--- src/rtl/cpu_pkg.sv ---
// Shared CPU definitions: widths, opcode field, and fetch-state encoding.
package cpu_pkg;
    localparam int PC_W    = 8;
    localparam int INSTR_W = 19;
    localparam int OPC_HI  = 18;
    localparam int OPC_LO  = 14;
    localparam int CNT_W   = 16;

    localparam logic [OPC_HI-OPC_LO:0] HALT_OPC  = 5'b11111;
    localparam logic [INSTR_W-1:0]     NOP_INSTR = '0;

    typedef enum logic {
        RUN    = 1'b0,
        HALTED = 1'b1
    } fetch_state_e;
endpackage

--- src/rtl/if_fetch_unit_if.sv ---
// Fetch-stage bundle: hazard/branch controls, imem port, IF/ID write side.
interface if_fetch_unit_if;
    import cpu_pkg::*;

    logic               pc_write;
    logic               branch_taken;
    logic [PC_W-1:0]    branch_target;
    logic [INSTR_W-1:0] imem_data;
    logic [PC_W-1:0]    imem_addr;
    logic [INSTR_W-1:0] next_instruction;
    logic [PC_W-1:0]    pc_plus_one_IF;
    logic               IF_IDwrite;
    logic               halted;
    logic [CNT_W-1:0]   fetch_count;

    modport master (
        output pc_write, branch_taken, branch_target, imem_data,
        input  imem_addr, next_instruction, pc_plus_one_IF,
        input  IF_IDwrite, halted, fetch_count
    );

    modport slave (
        input  pc_write, branch_taken, branch_target, imem_data,
        output imem_addr, next_instruction, pc_plus_one_IF,
        output IF_IDwrite, halted, fetch_count
    );
endinterface

--- src/rtl/sat_counter.sv ---
// Saturating up-counter for performance statistics; sticks at all-ones.
module sat_counter #(
    parameter int CNT_W = 16
) (
    input  logic             clk,
    input  logic             rst,
    input  logic             inc_i,
    output logic [CNT_W-1:0] count_o
);
    logic [CNT_W-1:0] cnt_q, cnt_d;

    always_comb begin
        cnt_d = cnt_q;
        if (inc_i && (cnt_q != '1)) begin
            cnt_d = cnt_q + CNT_W'(1);
        end
    end

    always_ff @(posedge clk) begin
        if (rst) begin
            cnt_q <= '0;
        end else begin
            cnt_q <= cnt_d;
        end
    end

    assign count_o = cnt_q;
endmodule

--- src/rtl/if_fetch_unit.sv ---
// Instruction fetch: PC, redirect/flush, stall, HALT parking, IF/ID write.
module if_fetch_unit
    import cpu_pkg::*;
(
    input  logic           clk,
    input  logic           rst,
    if_fetch_unit_if.slave bus
);
    fetch_state_e    state_q, state_d;
    logic [PC_W-1:0] pc_q, pc_d;
    logic [PC_W-1:0] pc_inc;
    logic            is_halt;
    logic            cnt_inc;

    assign pc_inc  = pc_q + PC_W'(1);
    assign is_halt = (bus.imem_data[OPC_HI:OPC_LO] == HALT_OPC);

    // Branch beats stall: the word sitting in ID is wrong-path either way.
    always_comb begin
        state_d              = state_q;
        pc_d                 = pc_q;
        cnt_inc              = 1'b0;
        bus.IF_IDwrite       = 1'b1;
        bus.next_instruction = bus.imem_data;
        unique case (state_q)
            RUN: begin
                if (bus.branch_taken) begin
                    bus.next_instruction = NOP_INSTR;
                    pc_d                 = bus.branch_target;
                end else if (!bus.pc_write) begin
                    bus.IF_IDwrite = 1'b0;
                end else if (is_halt) begin
                    cnt_inc = 1'b1;
                    state_d = HALTED;
                end else begin
                    cnt_inc = 1'b1;
                    pc_d    = pc_inc;
                end
            end
            HALTED: begin
                bus.next_instruction = NOP_INSTR;
                if (bus.branch_taken) begin
                    pc_d    = bus.branch_target;
                    state_d = RUN;
                end
            end
        endcase
    end

    always_ff @(posedge clk) begin
        if (rst) begin
            state_q <= RUN;
            pc_q    <= '0;
        end else begin
            state_q <= state_d;
            pc_q    <= pc_d;
        end
    end

    sat_counter #(
        .CNT_W (CNT_W)
    ) u_fetch_cnt (
        .clk     (clk),
        .rst     (rst),
        .inc_i   (cnt_inc),
        .count_o (bus.fetch_count)
    );

    assign bus.imem_addr      = pc_q;
    assign bus.pc_plus_one_IF = pc_inc;
    assign bus.halted         = (state_q == HALTED);
endmodule

--- src/flat_wrapper.sv ---
// flat-port wrapper written by rule: the top's interface ports become plain ports
module if_fetch_unit_flat import cpu_pkg::*;
  (clk, rst, bus_pc_write, bus_branch_taken, bus_branch_target, bus_imem_data, bus_imem_addr, bus_next_instruction, bus_pc_plus_one_IF, bus_IF_IDwrite, bus_halted, bus_fetch_count);
  if_fetch_unit_if bus_i ();
  input  logic clk;
  input  logic rst;
  input wire logic [$bits(bus_i.pc_write)-1:0] bus_pc_write;
  input wire logic [$bits(bus_i.branch_taken)-1:0] bus_branch_taken;
  input wire logic [$bits(bus_i.branch_target)-1:0] bus_branch_target;
  input wire logic [$bits(bus_i.imem_data)-1:0] bus_imem_data;
  output wire logic [$bits(bus_i.imem_addr)-1:0] bus_imem_addr;
  output wire logic [$bits(bus_i.next_instruction)-1:0] bus_next_instruction;
  output wire logic [$bits(bus_i.pc_plus_one_IF)-1:0] bus_pc_plus_one_IF;
  output wire logic [$bits(bus_i.IF_IDwrite)-1:0] bus_IF_IDwrite;
  output wire logic [$bits(bus_i.halted)-1:0] bus_halted;
  output wire logic [$bits(bus_i.fetch_count)-1:0] bus_fetch_count;
  assign bus_i.pc_write = bus_pc_write;
  assign bus_i.branch_taken = bus_branch_taken;
  assign bus_i.branch_target = bus_branch_target;
  assign bus_i.imem_data = bus_imem_data;
  assign bus_imem_addr = bus_i.imem_addr;
  assign bus_next_instruction = bus_i.next_instruction;
  assign bus_pc_plus_one_IF = bus_i.pc_plus_one_IF;
  assign bus_IF_IDwrite = bus_i.IF_IDwrite;
  assign bus_halted = bus_i.halted;
  assign bus_fetch_count = bus_i.fetch_count;
  if_fetch_unit u_core (.clk(clk), .rst(rst), .bus(bus_i));
endmodule
--- config.mk ---
export PLATFORM = sky130hd
export DESIGN_NAME = if_fetch_unit_flat
export DESIGN_NICKNAME = d
export VERILOG_FILES = /design/src/rtl/cpu_pkg.sv /design/src/rtl/if_fetch_unit_if.sv /design/src/rtl/sat_counter.sv /design/src/rtl/if_fetch_unit.sv /design/src/flat_wrapper.sv
export SDC_FILE = /design/constraint.sdc
export NUM_CORES = 1
export LEC_CHECK = 0
export BUFFER_PORTS_ARGS = -buffer_cell sky130_fd_sc_hd__buf_2
export CORE_UTILIZATION = 41
export DETAILED_ROUTE_END_ITERATION = 8
export PLACE_DENSITY = 0.77
export SLEW_MARGIN = 20
export SYNTH_ARGS = -nofsm -noshare
export SYNTH_HDL_FRONTEND = slang
export SYNTH_SLANG_ARGS = --single-unit
--- constraint.sdc ---
create_clock -name clk -period 2 [get_ports clk]
set_clock_uncertainty 0.2 [all_clocks]
set_input_delay 0.3 -clock clk [delete_from_list [all_inputs] [get_ports clk]]
set_output_delay 0.3 -clock clk [all_outputs]
set_load 0.01 [all_outputs]
; Word-level counts from Yosys, hierarchy flattened
; Index checks and enable logic that the tools add are counted.
; Widths: inputs -> output; s select.
[totals]
ff_bits = 25
out_inout_bits = 53
in_bits = 31
[op_classes]
mux = 17
addsub = 2
bitwise_logic = 1
reduce_logical = 2
eq_ne = 5
[op_table]
columns = cell, n
row1 = $pmux 19 s2, 1
row2 = $mux 8, 4
row3 = $mux 19, 1
row4 = $add 16x1->16 const B, 1
row5 = $ne 16x16->1 const B, 1
row6 = $pmux 8 s2, 1
row7 = $mux 1, 9
row8 = $add 8x1->8 const B, 1
row9 = $ne 3x3->1 const B, 2
row10 = $eq 5x5->1 const B, 1
row11 = $reduce_and 3->1, 1
row12 = $ne 2x2->1 const B, 1
row13 = $pmux 1 s2, 1
row14 = $logic_and 1x1->1, 1
row15 = $not 1->1, 1

; Longest topological paths before layout
; Gate-level depths: netlist of run 1.
[depth]
depth_word = 5
ltp_mapped = 6
mapped_depth_nobuf = 5

; By module
; A second synthesis of run 1 with hierarchy kept.
[hier_totals]
hier_cells = 200
hier_area_um2 = 1592.8
[modules_own_cells]
columns = module, cells_per_inst, area_each_um2, instances, seq_area_each_um2
row1 = sat_counter, 99, 848.3, 1, 320.3
row2 = if_fetch_unit, 101, 744.5, 1, 180.2

; Least setup slack after synthesis of run 1
; No wires, ideal clock.
[synth_path]
path_type = reg-to-reg
startpoint = reg u_core.state_q (netlist: u_core.bus.halted)
endpoint = reg u_core.u_fetch_cnt.cnt_q[12] (netlist: u_core.u_fetch_cnt.count_o[12])
slack_ns = 0.045
t_arrival_ns = 1.684
path_stages_with_launch = 7
cell_sequence = dfxtp_1 buf_6 or3b_1 buf_6 nor3_4 or4b_1 a21oi_1
[synth_between]
elab_chain_len = 2
[synth_rtl]
columns = element, line_no
row1 = "start, declared", if_fetch_unit.sv:9  ; fetch_state_e state_q, state_d;
row2 = "start signal, assigned", if_fetch_unit.sv:55  ; state_q <= state_d;
row3 = $mux 1, if_fetch_unit.sv:25  ; unique case (state_q)
row4 = $logic_and 1x1->1, sat_counter.sv:14  ; if (inc_i && (cnt_q != '1)) begin
row5 = "end signal, assigned", sat_counter.sv:23  ; cnt_q <= cnt_d;
row6 = "end, declared", sat_counter.sv:10  ; logic [CNT_W-1:0] cnt_q, cnt_d;
; Every way passes these cells.
; A chain may end at the register's enable or synchronous reset.

; Worst setup path after layout of run 1
[layout_path]
startpoint = reg u_core.pc_q[1] (netlist: u_core.bus.imem_addr[1])
endpoint = out bus_pc_plus_one_IF[7]
[layout_between]
elab_chain_len = 1
[layout_rtl]
columns = element, line_no
row1 = "start, declared", if_fetch_unit.sv:10  ; logic [PC_W-1:0] pc_q, pc_d;
row2 = "start signal, assigned", if_fetch_unit.sv:56  ; pc_q <= pc_d;
row3 = $add 8x1->8, if_fetch_unit.sv:15  ; assign pc_inc = pc_q + PC_W'(1);
row4 = "end, declared", flat_wrapper.sv:13  ; output wire logic [$bits(bus_i.pc_plus_one_IF)-1:0] bus_pc_plus_one_IF;
; Every way passes these cells.

==> flow_summary.yaml, run 1 <==
sta:
  fmax_ghz: 0.519
  drv_slew: 0
  hold_viol_final: 0
  setup_violations: 0
  period_minus_slack_ns: 1.93
  fin_ws_ns: 0.0718
  worst_pin_slew_ns: 0.504
  relSlewSlack: 0.664
  min_period_over_period: 0.964
drt:
  vias: 1886
  first_iter_violations: 115
  routed_wl_um: 4580
  detail-route-antenna-nets: 0
  viasPerCell: 5.42
  drc: 0
  drt_pass1_iterations: 4
  wl_per_cell_um: 13.2
clock_tree:
  tritoncts: "built"
  insertion_delay_ns: 0.27
  clock_path_buffers: 2
  postCtsHoldBufs: 0
  cts-root-buf: "clkbuf_8"
  numCtsBuffers: 3
  clk_pin_slew_ns: 0.09
  htreeDepth: 1
  clock-sinks: 25
worst_hold_path:
  min_path_type: "input pin to flip-flop"
cells_and_area:
  layout_common_cells: "buf_2 (83), dfxtp_1 (22), buf_4 (20), and2_1 (19)"
  final_common_cell: "buf_2"
  utilization: 0.611
  nNetsFinal: 334
  drive_gt1_frac: 0.410
  instances_no_fill: 348
  syn_to_final_growth_pct: 41.1
  diodes: 0
  finalInstanceArea_um2: 2250
  seq_area_um2: 507
  fillers: 354
  multi_input_area_um2: 1030
synthesis:
  synth_fa_ha_area_frac: 0.0157
  synth_async_sr_flop_share: 0
  synth_top_area_cell: "dfxtp_1"
  synth-xor-area-share: 0.0384
  synth-compound-area-share: 0.208
  ys.warnings.count: 0
  synth_edf_count: 0
  synth_top_family_by_area: "simple AND/OR/NAND/NOR gates"
  syn-cell-area_um2: 1600
  syn-num-nets: 237
  ys_top_cells_by_area: "dfxtp_1 (31%), and2_1 (7.4%), a21oi_1 (4.4%), nand2_1 (3.5%), nor2_1 (3.3%)"
  syn_avg_cell_area_um2: 7.83
  synth_ff_type: "dfxtp_1"
  synthMuxAreaShare: 0.0125
  synth.yosys.seq_area_share: 0.313
  synth-simple-area-share: 0.353
  syn_inst: 204
  ys_ff_latch: 25
  netlist.area_leader.share: 0.313
  synth.distinct_cells: 47
global_routing:
  grt_max_degree: 28
  gr-usage-met1: 0.265
  top_usage_layer: "met2"
  use_met3: 0.0393
  groute.usage.overall: 0.220
  grt-ovfl-total: 0
  grt_pass1_wl_um: 7270
  met2_usage: 0.405
  grt_pass1_vias: 1610
  antenna_found_initial: 0
run:
  drv_cap: 0
pwr:
  power_density_nw_per_um2: 473
  p_total_mw: 1.07
  p_leak_nw: 1.03
  ir_drop_uv: 346
setup_path:
  crit_path_end: "bus_pc_plus_one_IF[7]"
  crit_path_top_delay_cell: "dfxtp_1"
  startpoint: "u_core.bus.imem_addr[1]"
  worst-path-max-fanout: 4
  cp.required_ns: 1.50
  cp.arrival_ns: 1.43
  reg2regPathDepth: 7
  critPathMaxStageDelay_ns: 0.36
  cp_cell_sequence: "buf_4 -> nand2_1 -> nor3_4 -> xnor2_1 -> buf_2"
  r2r-end: "u_core.u_fetch_cnt.count_o[4]"
  endpoint_kind: "output port"
  start_kind: "flip-flop"
  critical_path_class: "flip-flop to output port"
  rrSetupSlack_ns: 0.11
  r2r_start: "u_core.u_fetch_cnt.count_o[0]"
placed_design:
  gp_congestion: 0.812
  pre_cts_slack_ns: 0.0107
  place_area_um2: 2150
  dp_cells: 341
  dpl.hpwl_um: 3460
  portBuffers: 83
floorplan:
  die_w_um: 64.4
  core_area_um2: 3690
  io_pins: 84
  start_util: 0.433
  fp-row-count: 22
  die-area_um2: 4150
  fp.dieH_um: 64.4
status:
  status: "finished, final reports clean"
-- cells in the mapped netlist (all sizes together) (3+ instances only) --
cell type  instances
nand2             15
a21oi             14
or3                6
inv                9
nand3              9
o31ai              5
buf                3
or4                5
and2              19
nand4              5
o21ai              8
xnor2              5
nor2              14
and4               4
or2                3
nor3               7
a211oi             5
clkbuf             9
dfxtp             25
-- repair_timing --
action / 4_1_cts / 5_1_grt
buffers inserted: 0 / 3
gates cloned: 0 / 0
endpoints found under the setup margin: 2 / 24
resized for setup: 3 / 10
pin swaps: 0 / 2
-- critical path, delay by kind of cell (launching register included) --
| family | cells | cell delay (ns) |
|---|---|---|
| buffers and inverters | 2 | 0.29 |
| and+or+nand+nor | 2 | 0.35 |
| xor gates and xnor gates | 1 | 0.16 |
| DFF | 1 | 0.36 |
-- area by class of cell --
cell class / instances / area share
flip-flops and latches: 25 / 0.225
inverters: 9 / 0.0150
clock buffers: 4 / 0.0200
repair buffers: 104 / 0.256
multi-input cells: 158 / 0.458
well taps: 48 / 0.0267
-- power breakdown --
part | switching [mW] | internal [mW] | total [mW]
sequential | 0.0179 | 0.513 | 0.531
clock | 0.161 | 0.143 | 0.303
combinational | 0.119 | 0.113 | 0.231
total | 0.297 | 0.768 | 1.07
-- state kept, by name (all words and copies together), names as in the netlist --
| name | cells |
|---|---|
| u_core.u_fetch_cnt.count_o | 16 |
| u_core.bus.imem_addr | 8 |
| u_core.bus.halted | 1 |
-- kinds of logic (layout without fill, tap and decap cells) --
group / Yosys count / count (layout)
DFF: 25 / 25
and+or+nand+nor: 97 / 97
AOI/OAI and AO/OA: 50 / 50
buffers and inverters: 21 / 117
muxes: 2 / 2
xor gates and xnor gates: 7 / 7
adders and majority gates: 2 / 2
-- worst min path at each step --
stage | startpoint | end | slack, ns | depth (start not counted)
5_1_grt | bus_branch_target[5] | u_core.bus.imem_addr[5] | 0.07 | 3
2_1_floorplan | bus_branch_target[5] | u_core.bus.imem_addr[5] | 0.25 | 2
3_3_place_gp | u_core.u_fetch_cnt.count_o[13] | u_core.u_fetch_cnt.count_o[13] | 0.30 | 2
3_5_place_dp | u_core.u_fetch_cnt.count_o[13] | u_core.u_fetch_cnt.count_o[13] | 0.31 | 2
6_report | bus_branch_target[5] | u_core.bus.imem_addr[5] | 0.09 | 3
4_1_cts | bus_branch_target[5] | u_core.bus.imem_addr[5] | 0.08 | 3
-- through the flow --
step	setup TNS, ns	hold WS [ns]
floorplan	0	0.248
global route	-0.104	0.0710
detailed placement	0	0.310
global placement	0	0.299
finish	0	0.0850
CTS	0	0.0750
-- per-layer routing --
metal	part of all wire	vias up
li1	-	947
met5	0	-
met2	0.51	72
met4	0.0017	0
met3	0.062	2
met1	0.43	865
No activity file was read; power rests on OpenSTA's default activity.
==> run 2, diff against run 1 <==
--- a/config.mk
+++ b/config.mk
@@ -8,6 +8,7 @@
 export BUFFER_PORTS_ARGS = -buffer_cell sky130_fd_sc_hd__buf_2
 export CORE_UTILIZATION = 41
 export DETAILED_ROUTE_END_ITERATION = 8
+export MAX_ROUTING_LAYER = met4
 export PLACE_DENSITY = 0.77
 export SLEW_MARGIN = 20
 export SYNTH_ARGS = -nofsm -noshare
==> flow_summary.yaml, run 2 (synthesis gave the netlist of run 1 again) <==
floorplan:
  die-area_um2: 4150
  fp-row-count: 22
  die_w_um: 64.4
  io_pins: 84
  core_area_um2: 3690
  fp.dieH_um: 64.4
  start_util: 0.433
setup_path:
  critical_path_class: "flip-flop to output port"
  worst-path-max-fanout: 4
  r2r-end: "u_core.u_fetch_cnt.count_o[4]"
  endpoint_kind: "output port"
  start_kind: "flip-flop"
  rrSetupSlack_ns: 0.12
  reg2regPathDepth: 7
  cp.required_ns: 1.50
  path_buf_inv: 2
  path_delay_family: "flip-flops"
  r2r_start: "u_core.u_fetch_cnt.count_o[0]"
  cp.arrival_ns: 1.43
  critPathMaxStageDelay_ns: 0.36
  crit_path_top_delay_cell: "dfxtp_1"
  cp_cell_sequence: "buf_4 -> nand2_1 -> nor3_4 -> xnor2_1 -> buf_2"
sta:
  setup_violations: 0
  min_period_over_period: 0.964
  worst_pin_slew_ns: 0.503
  drv_slew: 0
  fmax_ghz: 0.519
  period_minus_slack_ns: 1.93
  fin_tns_setup_ns: 0
  hold_viol_final: 0
  relSlewSlack: 0.665
global_routing:
  grt_pass1_vias: 1610
  grt_pass1_wl_um: 7270
  antenna_found_initial: 0
  grt-ovfl-total: 0
  grt_max_degree: 28
  groute.usage.overall: 0.226
drt:
  viasPerCell: 5.41
  routed_wl_um: 4590
  drt_pass1_iterations: 4
  drc: 0
  first_iter_violations: 113
  detail-route-antenna-nets: 0
  vias: 1882
  wl_per_cell_um: 13.2
clock_tree:
  clk_pin_slew_ns: 0.09
  insertion_delay_ns: 0.27
  numCtsBuffers: 3
  clock_path_buffers: 2
  clock-sinks: 25
  htreeDepth: 1
  cts-root-buf: "clkbuf_8"
  tritoncts: "built"
placed_design:
  portBuffers: 83
  dpl.hpwl_um: 3460
  gp_congestion: 0.824
  dp_cells: 341
worst_hold_path:
  min_path_type: "input pin to flip-flop"
  whs_path_depth: 3
  hp-start: "bus_branch_target[5]"
  min_to: "u_core.bus.imem_addr[5]"
cells_and_area:
  layout_common_cells: "buf_2 (83), dfxtp_1 (22), buf_4 (20), and2_1 (19)"
  fillers: 354
  instances_no_fill: 348
  syn_to_final_growth_pct: 41.1
  nNetsFinal: 334
  seq_area_um2: 507
  final_common_cell: "buf_2"
  diodes: 0
  multi_input_area_um2: 1030
  drive_gt1_frac: 0.410
  largest_register_ffs: 16
pwr:
  ir_drop_uv: 346
  p_total_mw: 1.07
  power_density_nw_per_um2: 473
  p_leak_nw: 1.03
status:
  status: "finished, final reports clean"
run:
  drv_cap: 0
[run 2: cell counts in the layout (fill, tap and decap cells not counted)]
Identical to the previous run, type by type.
[run 2: per-stage QoR]
| stage | hold WS, ns | cell area (um2) | util | worst slack (ns) |
|---|---|---|---|---|
| detailed placement | 0.310 | 2150 | 0.582 | 0.0107 |
| floorplan | 0.248 | 1600 | - | 0.0452 |
| global placement | 0.299 | 2150 | 0.582 | 0.0736 |
| global route | 0.0710 | 2250 | 0.611 | -0.0356 |
| CTS | 0.0750 | 2200 | 0.596 | 0.0178 |
| finish | 0.0851 | 2250 | 0.611 | 0.0719 |
[run 2: report_power, final]
| part | switching, mW | internal (mW) | total (mW) |
|---|---|---|---|
| Sequential | 0.0179 | 0.513 | 0.531 |
| Clock | 0.161 | 0.143 | 0.303 |
| Combinational | 0.119 | 0.113 | 0.231 |
| Total | 0.298 | 0.768 | 1.07 |
[run 2: what timing repair did]
item | CTS | global route
pin swaps | 0 | 2
resized for setup | 3 | 10
hold buffers | 0 | 0
setup endpoints to repair | 2 | 24
setup buffers | 0 | 3
[run 2: routing by layer]
layer	global-route usage	wire (um)
met3	0.0393	272
met2	0.405	2330
met4	0.0417	13
met5	-	0
met1	0.265	1980
[run 2: layout make-up]
cell class | count | area share
sequential | 25 | 0.225
tap | 48 | 0.0267
inverter | 9 | 0.0150
clock buffer | 4 | 0.0200
timing repair buffer | 104 | 0.256
multi-input combinational | 158 | 0.458
[run 2: worst max-delay path by stage]
stage,from,endpoint,slack (ns),cells past startpoint
3_5_place_dp,bus_branch_taken,u_core.u_fetch_cnt.count_o[12],0.01,5
3_3_place_gp,bus_branch_taken,u_core.u_fetch_cnt.count_o[12],0.07,5
2_1_floorplan,u_core.bus.halted,u_core.u_fetch_cnt.count_o[12],0.05,6
6_report,u_core.bus.imem_addr[1],bus_pc_plus_one_IF[7],0.07,5
4_1_cts,u_core.bus.halted,bus_next_instruction[12],0.02,5
5_1_grt,u_core.u_fetch_cnt.count_o[0],u_core.u_fetch_cnt.count_o[5],-0.04,7
[run 2: worst min-delay path, stage by stage]
cell,delay (ns)
buf_2,0.09
inv_1,0.04
a2111oi_0,0.08
